<file path="config.mk">
export PLATFORM = sky130hd
export DESIGN_NAME = if_stage
export DESIGN_NICKNAME = d
export VERILOG_FILES = /design/src/rtl/if_stage_pkg.sv /design/src/rtl/if_stage_ifid_reg.sv /design/src/rtl/if_stage.sv
export SDC_FILE = /design/constraint.sdc
export NUM_CORES = 1
export LEC_CHECK = 0
export ABC_AREA = 1
export CAP_MARGIN = 40
export CORE_UTILIZATION = 60
export CTS_CLUSTER_DIAMETER = 120
export DETAILED_ROUTE_END_ITERATION = 6
export DONT_BUFFER_PORTS = 1
export GPL_TIMING_DRIVEN = 1
export PLACE_DENSITY = 0.8
export SLEW_MARGIN = 20
export SYNTH_ARGS = -nofsm -noshare
export SYNTH_HDL_FRONTEND = slang
export SYNTH_SLANG_ARGS = --single-unit
</file>
<file path="constraint.sdc">
create_clock -name clk -period 2.23 [get_ports clk]
set_clock_uncertainty 0.1 [all_clocks]
set_input_delay 0.446 -clock clk [delete_from_list [all_inputs] [get_ports clk]]
set_output_delay 0.446 -clock clk [all_outputs]
set_load 0.005 [all_outputs]
</file>
<file path="src/rtl/if_stage_pkg.sv">
// Shared pipeline definitions for the instruction fetch stage.
// Holds the fetch FSM states, the bubble encoding and the opcode width.
package if_stage_pkg;

    typedef enum logic [1:0] {
        BOOT  = 2'd0,
        FETCH = 2'd1,
        DRAIN = 2'd2
    } if_state_e;

    localparam int unsigned OPCODE_W     = 7;
    localparam logic [31:0] NOP_ENCODING = 32'h0000_0013;

    function automatic logic [31:0] align_word(input logic [31:0] a);
        return a & 32'hFFFF_FFFC;
    endfunction

endpackage

</file>
<file path="src/rtl/if_stage_ifid_reg.sv">
// IF/ID pipeline register with a one-entry skid buffer.
// The skid entry catches a fetch that completes while decode is stalled.
module ifid_reg
    import if_stage_pkg::*;
#(
    parameter logic [31:0] NOP_INSTR = NOP_ENCODING
) (
    input  logic        clk,
    input  logic        rst_n,
    input  logic        kill,
    input  logic        stall,
    input  logic        capture,
    input  logic [31:0] cap_pc,
    input  logic [31:0] cap_instr,
    output logic        skid_valid,
    output logic        ifid_valid,
    output logic [31:0] ifid_pc,
    output logic [31:0] ifid_instr
);

    logic [31:0] skid_pc;
    logic [31:0] skid_instr;

    always_ff @(posedge clk or negedge rst_n) begin
        if (!rst_n) begin
            ifid_valid <= 1'b0;
            ifid_pc    <= '0;
            ifid_instr <= NOP_INSTR;
            skid_valid <= 1'b0;
            skid_pc    <= '0;
            skid_instr <= '0;
        end else if (kill) begin
            ifid_valid <= 1'b0;
            ifid_instr <= NOP_INSTR;
            skid_valid <= 1'b0;
        end else if (stall) begin
            if (capture) begin
                skid_valid <= 1'b1;
                skid_pc    <= cap_pc;
                skid_instr <= cap_instr;
            end
        end else if (skid_valid) begin
            ifid_valid <= 1'b1;
            ifid_pc    <= skid_pc;
            ifid_instr <= skid_instr;
            skid_valid <= 1'b0;
        end else if (capture) begin
            ifid_valid <= 1'b1;
            ifid_pc    <= cap_pc;
            ifid_instr <= cap_instr;
        end else begin
            // bubble keeps the previous pc
            ifid_valid <= 1'b0;
            ifid_instr <= NOP_INSTR;
        end
    end

endmodule

</file>
<file path="src/rtl/if_stage.sv">
// Instruction fetch stage: fetch FSM, program counter and redirect handling.
// Redirects that arrive mid-request wait in DRAIN until the old request completes.
module if_stage
    import if_stage_pkg::*;
#(
    parameter logic [31:0] RESET_PC  = 32'h0000_0000,
    parameter logic [31:0] NOP_INSTR = NOP_ENCODING
) (
    input  logic                clk,
    input  logic                rst_n,
    input  logic                stall,
    input  logic                flush,
    input  logic                redirect_valid,
    input  logic [31:0]         redirect_pc,
    output logic                imem_req,
    output logic [31:0]         imem_addr,
    input  logic [31:0]         imem_rdata,
    input  logic                imem_ready,
    output logic                ifid_valid,
    output logic [31:0]         ifid_pc,
    output logic [31:0]         ifid_instr,
    output logic [OPCODE_W-1:0] ifid_opcode
);

    if_state_e   state, state_n;
    logic [31:0] pc, pc_n;
    logic [31:0] pending_pc, pending_n;
    logic [31:0] target;
    logic        skid_valid;
    logic        fetch_done;
    logic        capture;
    logic        kill;

    assign imem_req    = ((state == FETCH) && !skid_valid) || (state == DRAIN);
    assign imem_addr   = pc;
    assign fetch_done  = imem_req && imem_ready;
    assign target      = align_word(redirect_pc);
    assign kill        = redirect_valid || flush;
    // data is only usable from FETCH and never in a redirect or flush cycle
    assign capture     = (state == FETCH) && fetch_done && !kill;
    assign ifid_opcode = ifid_instr[OPCODE_W-1:0];

    always_ff @(posedge clk or negedge rst_n) begin
        if (!rst_n) begin
            state      <= BOOT;
            pc         <= RESET_PC;
            pending_pc <= '0;
        end else begin
            state      <= state_n;
            pc         <= pc_n;
            pending_pc <= pending_n;
        end
    end

    always_comb begin
        state_n   = state;
        pc_n      = pc;
        pending_n = pending_pc;
        case (state)
            BOOT: begin
                state_n = FETCH;
            end
            FETCH: begin
                if (redirect_valid) begin
                    if (imem_req && !imem_ready) begin
                        pending_n = target;
                        state_n   = DRAIN;
                    end else begin
                        pc_n = target;
                    end
                end else if (fetch_done) begin
                    pc_n = pc + 32'd4;
                end
            end
            DRAIN: begin
                if (redirect_valid) pending_n = target;
                if (imem_ready) begin
                    pc_n    = redirect_valid ? target : pending_pc;
                    state_n = FETCH;
                end
            end
            default: begin
                state_n = BOOT;
            end
        endcase
    end

    ifid_reg #(
        .NOP_INSTR(NOP_INSTR)
    ) u_ifid_reg (
        .clk       (clk),
        .rst_n     (rst_n),
        .kill      (kill),
        .stall     (stall),
        .capture   (capture),
        .cap_pc    (pc),
        .cap_instr (imem_rdata),
        .skid_valid(skid_valid),
        .ifid_valid(ifid_valid),
        .ifid_pc   (ifid_pc),
        .ifid_instr(ifid_instr)
    );

endmodule

</file>
# == Word level (Yosys, flattened, before mapping) ==
# Cells that the tools add are included.
# classes
add_sub_neg,1
eq_ne,9
mux,26
n_bitwise,2
n_reduce_logical,18
# op_table
operator,n
32-bit two-way mux,13
32-bit one-hot mux with 2 select lines,2
"32-bit by 3-bit adder with 32-bit output, second input constant",1
3-bit AND reduction,4
1-bit two-way mux,7
2-bit two-way mux,3
"3-bit inequality test, second input constant",2
2-bit one-hot mux with 3 select lines,1
1-bit logical AND,5
"2-bit by 1-bit inequality test with 1-bit output, second input constant",2
"2-bit inequality test, second input constant",2
4-bit AND reduction,1
2-bit nonzero test,2
1-bit logical NOT,3
"3-bit by 1-bit inequality test with 1-bit output, second input constant",1
"2-bit by 1-bit == test with 1-bit output, second input constant",1
"2-bit == test, second input constant",1
2-bit logical NOT,1
1-bit logical OR,2
1-bit inverter,2
# totals
register_bits,196

# == Depth between registers and ports, before layout ==
# Gate-level depths: netlist (run 1).
# logic_depth
word_depth,10
ltp_mapped,12
depth_no_buf,11

# == By module ==
# From an unflattened synthesis (run 1), not the netlist that was laid out.
# unflattened
cells_unflattened,1282
hier_area_um2,9686.8
# modules_own_cells
module,n_inst,cells_each,area_per_inst_um2
ifid_reg,1,699,5625.4
if_stage,1,583,4061.4

# == Worst setup path after synthesis (run 1) ==
# OpenSTA, ideal clock, no wires.
# synth_timing
kind,register to register
startpoint,register state[1]
endpoint,register pending_pc[13]
setup_ns,0.130
t_arrival_ns,1.641
slack_ns,0.359
path_stages_with_launch,12
period_less_slack_ns,1.871
path_cell_list,dfrtp_1 inv_1 ha_1 inv_2 o21ai_2 nand3_2 o21ai_1 nand2_2 buf_4 buf_6 nand2_1 o21ai_1
# synth_via
elab_chain_cells,6
elab_cells_between_ends,10
cone_classes,eq/ne (4); mux (1); reduce/logical (5)
# synth_rtl
element,line_no,text
"start, declared",if_stage.sv:25,"if_state_e state, state_n;"
"start signal, assigned",if_stage.sv:49,state <= state_n;
2-bit by 1-bit == test with 1-bit output,if_stage.sv:34,assign imem_req = ((state == FETCH) && !skid_valid) || (state == DRAIN);
1-bit logical AND,if_stage.sv:34,
1-bit logical OR (*),if_stage.sv:34,
named net imem_req,if_stage.sv:15,"output logic imem_req,"
1-bit logical AND (*),if_stage.sv:65,if (imem_req && !imem_ready) begin
2-bit by 1-bit inequality test with 1-bit output (no line) (*),n/a,
3-bit AND reduction (no line) (*),n/a,
"end signal, assigned",if_stage.sv:51,pending_pc <= pending_n;
"end, declared",if_stage.sv:27,"logic [31:0] pending_pc, pending_n;"
# Mark *: on every way through the listed nets, which the timed path passes. The rest lies on a longest branch.
# A chain may end at the register's enable or synchronous reset.

# == Worst setup path after layout (run 1) ==
# layout_timing
startpoint,"register pc[2], in the netlist imem_addr[2]"
endpoint,"register pc[20], in the netlist imem_addr[20]"
# layout_via
elab_chain_cells,4
# layout_rtl
element,line_no,text
"start, declared",if_stage.sv:26,"logic [31:0] pc, pc_n;"
"start signal, assigned",if_stage.sv:50,pc <= pc_n;
32-bit by 3-bit adder with 32-bit output,if_stage.sv:72,pc_n = pc + 32'd4;
32-bit two-way mux,if_stage.sv:71,end else if (fetch_done) begin
32-bit two-way mux,if_stage.sv:64,if (redirect_valid) begin
32-bit one-hot mux with 2 select lines,if_stage.sv:59,case (state)
# No other way between the ends. The select of a mux whose other input is x is not followed.

==> results by group, run 1 <==
Placement
  • Post-DP HPWL: 15200 um
  • Placed Cells: 1387
  • Placed cell area: 0.00964 sq mm
  • GPL Wtd Cong: 0.908
  • PortBufs: 0

Clock tree
  • Root buffer cell: clkbuf_16
  • CTS clock-pin slew for the worst setup and hold paths: 0.07 ns
  • Num CTS Buffers: 17
  • Setup bufs post-CTS: 0
  • CTS Sinks: 196
  • H-tree levels: 4
  • CTS Buffer Depth: 2
  • CTS tree: yes
  • Clock Latency Late Sink: 0.43 ns

Floorplanning
  • I/O pins: 175
  • Die area: 0.0164 sq mm
  • Initial Util: 62.1%
  • Die Wd: 128 um
  • CORE AREA: 0.0153 sq mm
  • Chip height: 128 um
  • # rows: 45

Synth
  • Synth Instances: 1224
  • Yosys warns: 0
  • FF+latch count, synth: 196
  • Synth unique cells: 34
  • Syn_nets: 1299
  • Syn Area/Cell: 7.77 sq um
  • Register area share after synthesis: 51.6%
  • Synth Cell Area: 0.00951 sq mm

Route
  • Drt total wl: 22800 um
  • Drt first-iter violations: 672
  • Drt first pass iters: 5
  • DR vias: 7932
  • Detail-routed via count per cell: 5.59
  • Routed len/inst: 16.0 um
  • Antenna viol nets, final: 0
  • Drt drc: 0

Power and ir drop
  • Leak: 4.93 nW
  • Maximum vdd ir drop: 0.804 mV
  • Power density over cell area: 1320 mW/mm^2

Outcome
  • Failing checks: hold timing
  • Status: finished, violations left

Min path
  • Worst hold path class: input port to asynchronous set/reset pin

Timing
  • Final Max Tran Viols: 0
  • Hold Slack: -0.397 ns
  • Crit share post-route: 93.5%
  • Setup TNS: 0 ns
  • Endpoints failing hold: 196
  • Worst slew margin: 52.9%
  • Max Fclk: 480 MHz
  • Least-Margin Pin Slew: 0.707 ns
  • RSZ-0062 raised after global routing: false
  • Tmin final: 2.09 ns
  • Final setup fails: 0

Critical path
  • Reg2reg start: imem_addr[2]
  • FF-to-FF path depth: 9
  • Reg-to-reg endpoint: imem_addr[20]
  • Worst Path Class, Setup: register to register
  • Reg2Reg Setup Slack: 0.14 ns
  • Max Fanout on Critical Path: 10
  • Worst setup SP type: register
  • Critical Path AT: 2.35 ns
  • Crit path capture type: register
  • Critical path data required time: 2.49 ns

Finish
  • Cell Count, Final, Fillers Out: 1419
  • Number of diodes: 0
  • Most frequent cells in the layout: 349 x nand2_1, 192 x dfrtp_1, 152 x nor2_1
  • Utilization after layout: 67.0%
  • Layout Nets: 1270
  • Share of layout cells above drive strength 1: 6.54%
  • Post-route cell area: 0.0103 sq mm
  • Layout area overhead: 7.85%
  • Commonest non-fill, non-tap cell in the layout: nand2_1

Global route
  • M3 GR Usage: 8.35%
  • Vias in the first global route: 7173
  • Initial antenna violation count: 0
  • Grt total ovfl: 0
  • Total Routing Usage GR: 28.7%
  • Pin count of the biggest net entering global routing: 197
  • First-pass GRT wire length: 36700 um
  • Met2 usage: 44.0%
  • Global-route track usage on met1: 39.4%
  • Grt peak-use layer: met2

Job
  • Max-cap violations: 0
[routing by layer]
layer | part of all wire, % | routed length (um)
met1 | 44 | 10100
met5 | 0 | 0
met4 | 2.3 | 515
met3 | 8.1 | 1860
met2 | 45 | 10300
[cells in the mapped netlist]
master	n	area [sq um]
dfrtp_1	193	4830
clkbuf_1	33	124
nor3_1	4	20.0
ha_1	5	62.6
o211ai_1	2	15.0
nor2_1	153	574
a22oi_1	4	30.0
a221oi_1	1	8.76
and2_1	1	6.26
a2bb2oi_1	1	8.76
nand3_1	47	235
inv_1	111	417
nor2_2	7	43.8
nand2_2	1	6.26
nand3_2	2	20.0
or2_2	1	6.26
o21ai_0	128	641
buf_2	17	85.1
nand2_1	349	1310
a21boi_1	12	90.1
buf_4	9	67.6
and3_1	1	6.26
buf_6	6	67.6
o21a_1	1	7.51
dfstp_2	3	78.8
o21ai_2	4	35.0
nor3b_1	1	7.51
nand4_1	6	37.5
a31oi_1	35	219
buf_1	6	22.5
mux2_1	6	67.6
inv_2	6	22.5
a21oi_1	18	90.1
o21ai_1	50	250
[flip-flops by register name (all words and copies together) (netlist names)]
| register | cells |
|---|---|
| u_ifid_reg.skid_pc | 32 |
| u_ifid_reg.skid_valid | 1 |
| u_ifid_reg.ifid_instr | 32 |
| u_ifid_reg.ifid_valid | 1 |
| state | 2 |
| imem_addr | 32 |
| pending_pc | 32 |
| u_ifid_reg.ifid_pc | 32 |
| u_ifid_reg.skid_instr | 32 |
[worst max-delay path, cell delays in order (launching register included)]
cell and delay, ns:
dfrtp_1 0.45, ha_1 0.23, inv_1 0.07, nor2_2 0.20
nand2_1 0.15, nor2_2 0.40, nand2_1 0.13, nand2_1 0.08
nand3_1 0.07, a21boi_1 0.13
[cell type report]
cell class                      instances  area [sq um]
Multi-Input combinational cell        840          3830
Timing Repair Buffer                   23           210
Clock inverter                          8           125
Fill cell                            1296          5050
Inverter                              117           443
Clock buffer                           24           482
Tap cell                              211           264
Sequential cell                       196          4910
[metrics by stage]
stage                     hold WS (ns)  worst slack [ns]  total power, mW
after CTS                       -0.407            0.0541             13.5
after global routing            -0.415           0.00727             14.5
after global placement          0.0544             0.165             10.2
after detailed placement        0.0542            0.0652             10.4
after floorplan                 0.0504             0.359             9.18
final                           -0.397             0.145             13.6
[power breakdown]
part | internal, mW | leakage (nW) | switching (mW)
Combinational | 1.58 | 2.16 | 2.57
Sequential | 4.96 | 2.47 | 1.31
Clock | 1.86 | 0.294 | 1.30
Total | 8.39 | 4.93 | 5.18
[worst max path at each step]
stage / startpoint / endpoint / cells after the start / slack (ns)
after floorplan: state[1] / pending_pc[13] / 11 / 0.36
after global placement: state[1] / pending_pc[24] / 9 / 0.16
after detailed placement: state[1] / pending_pc[21] / 9 / 0.07
after CTS: state[1] / pending_pc[21] / 9 / 0.05
after global routing: imem_addr[2] / imem_addr[18] / 9 / 0.007
final: imem_addr[2] / imem_addr[20] / 9 / 0.14
[cell families after synthesis]
kind of cell             share of synthesized area [%]
AND/OR/NAND/NOR                                   23.9
AO/OA/AOI/OAI                                     14.7
flip-flops                                        51.6
buffers and inverters                             8.47
multiplexers                                     0.710
adder cells (fa/ha/maj)                          0.658
[repair_timing]
item | 4_1_cts | 5_1_grt
gates resized for setup | 0 | 4
setup endpoints to repair | 0 | 32
hold endpoints to repair | 196 | 196
Power figures use the tool's default switching activity.
==> inputs of run 2 (changes only) <==
--- a/config.mk
+++ b/config.mk
@@ -7,12 +7,13 @@
 export LEC_CHECK = 0
 export ABC_AREA = 1
 export CAP_MARGIN = 40
-export CORE_UTILIZATION = 60
+export CORE_UTILIZATION = 55
 export CTS_CLUSTER_DIAMETER = 120
 export DETAILED_ROUTE_END_ITERATION = 6
 export DONT_BUFFER_PORTS = 1
 export GPL_TIMING_DRIVEN = 1
-export PLACE_DENSITY = 0.8
+export PLACE_DENSITY = 0.74
+export SKIP_LAST_GASP = 1
 export SLEW_MARGIN = 20
 export SYNTH_ARGS = -nofsm -noshare
 export SYNTH_HDL_FRONTEND = slang
==> constraint.sdc (replaced) <==
create_clock -name clk -period 2.23 [get_ports clk]
set_clock_uncertainty 0.1 [all_clocks]
set_input_delay 0.446 -clock clk [delete_from_list [all_inputs] [get_ports clk]]
set_output_delay 0.446 -clock clk [all_outputs]
set_load 0.05 [all_outputs]
==> results by group, run 2 (same netlist as run 1, synthesis figures left out) <==
Finish
  • Fillers: 1467
  • Layout area overhead: 10.8%
  • Commonest non-fill, non-tap cell in the layout: nand2_1
  • Number of diodes: 0
  • Share of layout cells above drive strength 1: 9.27%
  • Most frequent cells in the layout: 349 x nand2_1, 192 x dfrtp_1, 152 x nor2_1
  • Post-route cell area: 0.0105 sq mm
  • Layout Nets: 1303

Power and ir drop
  • Leak: 5.09 nW
  • Maximum vdd ir drop: 0.790 mV
  • Power density over cell area: 1520 mW/mm^2
  • Post-layout total power: 16.0 mW

Timing
  • Max Fclk: 466 MHz
  • Hold Slack: -0.400 ns
  • Final setup fails: 0
  • Endpoints failing hold: 196
  • Crit share post-route: 96.3%
  • RSZ-0062 raised after global routing: true
  • Setup TNS: 0 ns
  • Final Max Tran Viols: 0
  • Worst slew margin: 53.8%
  • Tmin final: 2.15 ns
  • Least-Margin Pin Slew: 0.693 ns

Clock tree
  • Num CTS Buffers: 17
  • CTS tree: yes
  • CTS Sinks: 196
  • Setup bufs post-CTS: 0
  • H-tree levels: 4
  • Root buffer cell: clkbuf_16
  • Clock Latency Late Sink: 0.43 ns
  • CTS clock-pin slew for the worst setup and hold paths: 0.07 ns
  • CTS Buffer Depth: 2

Outcome
  • Status: finished, violations left
  • Failing checks: hold timing

Route
  • DR vias: 8033
  • Detail-routed via count per cell: 5.50
  • Drt first pass iters: 5
  • Routed len/inst: 16.1 um
  • Drt drc: 0
  • Antenna viol nets, final: 0
  • Drt first-iter violations: 860
  • Drt total wl: 23500 um

Floorplanning
  • Die Wd: 134 um
  • # rows: 47
  • I/O pins: 175
  • Initial Util: 56.8%
  • Die area: 0.0178 sq mm
  • Chip height: 134 um
  • CORE AREA: 0.0168 sq mm

Placement
  • Placed cell area: 0.00992 sq mm
  • GPL Wtd Cong: 0.898
  • PortBufs: 0
  • Post-DP HPWL: 16100 um

Global route
  • First-pass GRT wire length: 37900 um
  • Total Routing Usage GR: 27.2%
  • Initial antenna violation count: 0
  • Pin count of the biggest net entering global routing: 197
  • Vias in the first global route: 7408
  • Grt total ovfl: 0

Job
  • Max-cap violations: 0

Min path
  • Worst hold path class: input port to asynchronous set/reset pin

Critical path
  • Critical Path AT: 1.60 ns
  • Max Fanout on Critical Path: 5
  • Worst setup SP type: register
  • Critical path data required time: 1.68 ns
  • Worst Path Class, Setup: register to output pin
  • Crit path capture type: output pin
## run 2: routing by layer
metal	vias to the layer above	global-route usage (%)	part of all wire, %
li1	3926	-	-
met1	3731	37.4	45
met2	341	42.2	46
met3	35	6.16	7.8
met4	0	10.2	1.8
met5	-	0	0
## run 2: power breakdown
part           total (mW)  switching (mW)  internal (mW)  leakage [nW]
clock network        3.17            1.34           1.83         0.290
logic                5.74            3.87           1.87          2.33
registers            7.12            2.18           4.94          2.47
total                16.0            7.39           8.64          5.09
## run 2: final cells by class
class	count	area, sq um	area share [%]
Clock buffer	21	460	4.37
Clock inverter	11	149	1.41
Inverter	117	444	4.21
Multi-Input combinational cell	840	3830	36.3
Sequential cell	196	4910	46.6
Tap cell	220	275	2.61
Timing Repair Buffer	56	474	4.50
## run 2: critical path: stages (launching register included)
cell and delay [ns]:
dfrtp_1 0.40, inv_1 0.11, ha_2 0.24, inv_2 0.07, o21ai_4 0.17, buf_6 0.19
## run 2: path summary, 6_finish.rpt
kind,endpoint,slack [ns],from,depth (start not counted)
min reg2reg,u_ifid_reg.skid_instr[2],0.38,u_ifid_reg.skid_instr[2],2
max in group asynchronous,pending_pc[20],2.04,rst_n,0
min,u_ifid_reg.ifid_instr[23],-0.40,rst_n,0
min in group clk,pending_pc[6],0.02,redirect_pc[6],2
max,imem_req,0.08,state[1],5
max reg2reg,u_ifid_reg.skid_pc[27],0.20,state[1],8
## run 2: repair_timing
action,in CTS,in global routing
pin swaps,0,0
hold endpoints to repair,196,196
resized for setup,1,4
setup endpoints to repair,1,4
## run 2: per-stage QoR
| stage | utilization (%) | instances | setup slack (ns) |
|---|---|---|---|
| 5_1_grt | 62.9 | 1461 | -0.00636 |
| 3_3_place_gp | 59.2 | 1429 | 0.190 |
| 6_report | 62.9 | 1461 | 0.0820 |
| 4_1_cts | 62.8 | 1461 | 0.0166 |
| 3_5_place_dp | 59.2 | 1429 | 0.127 |
| 2_1_floorplan | - | 1224 | 0.121 |
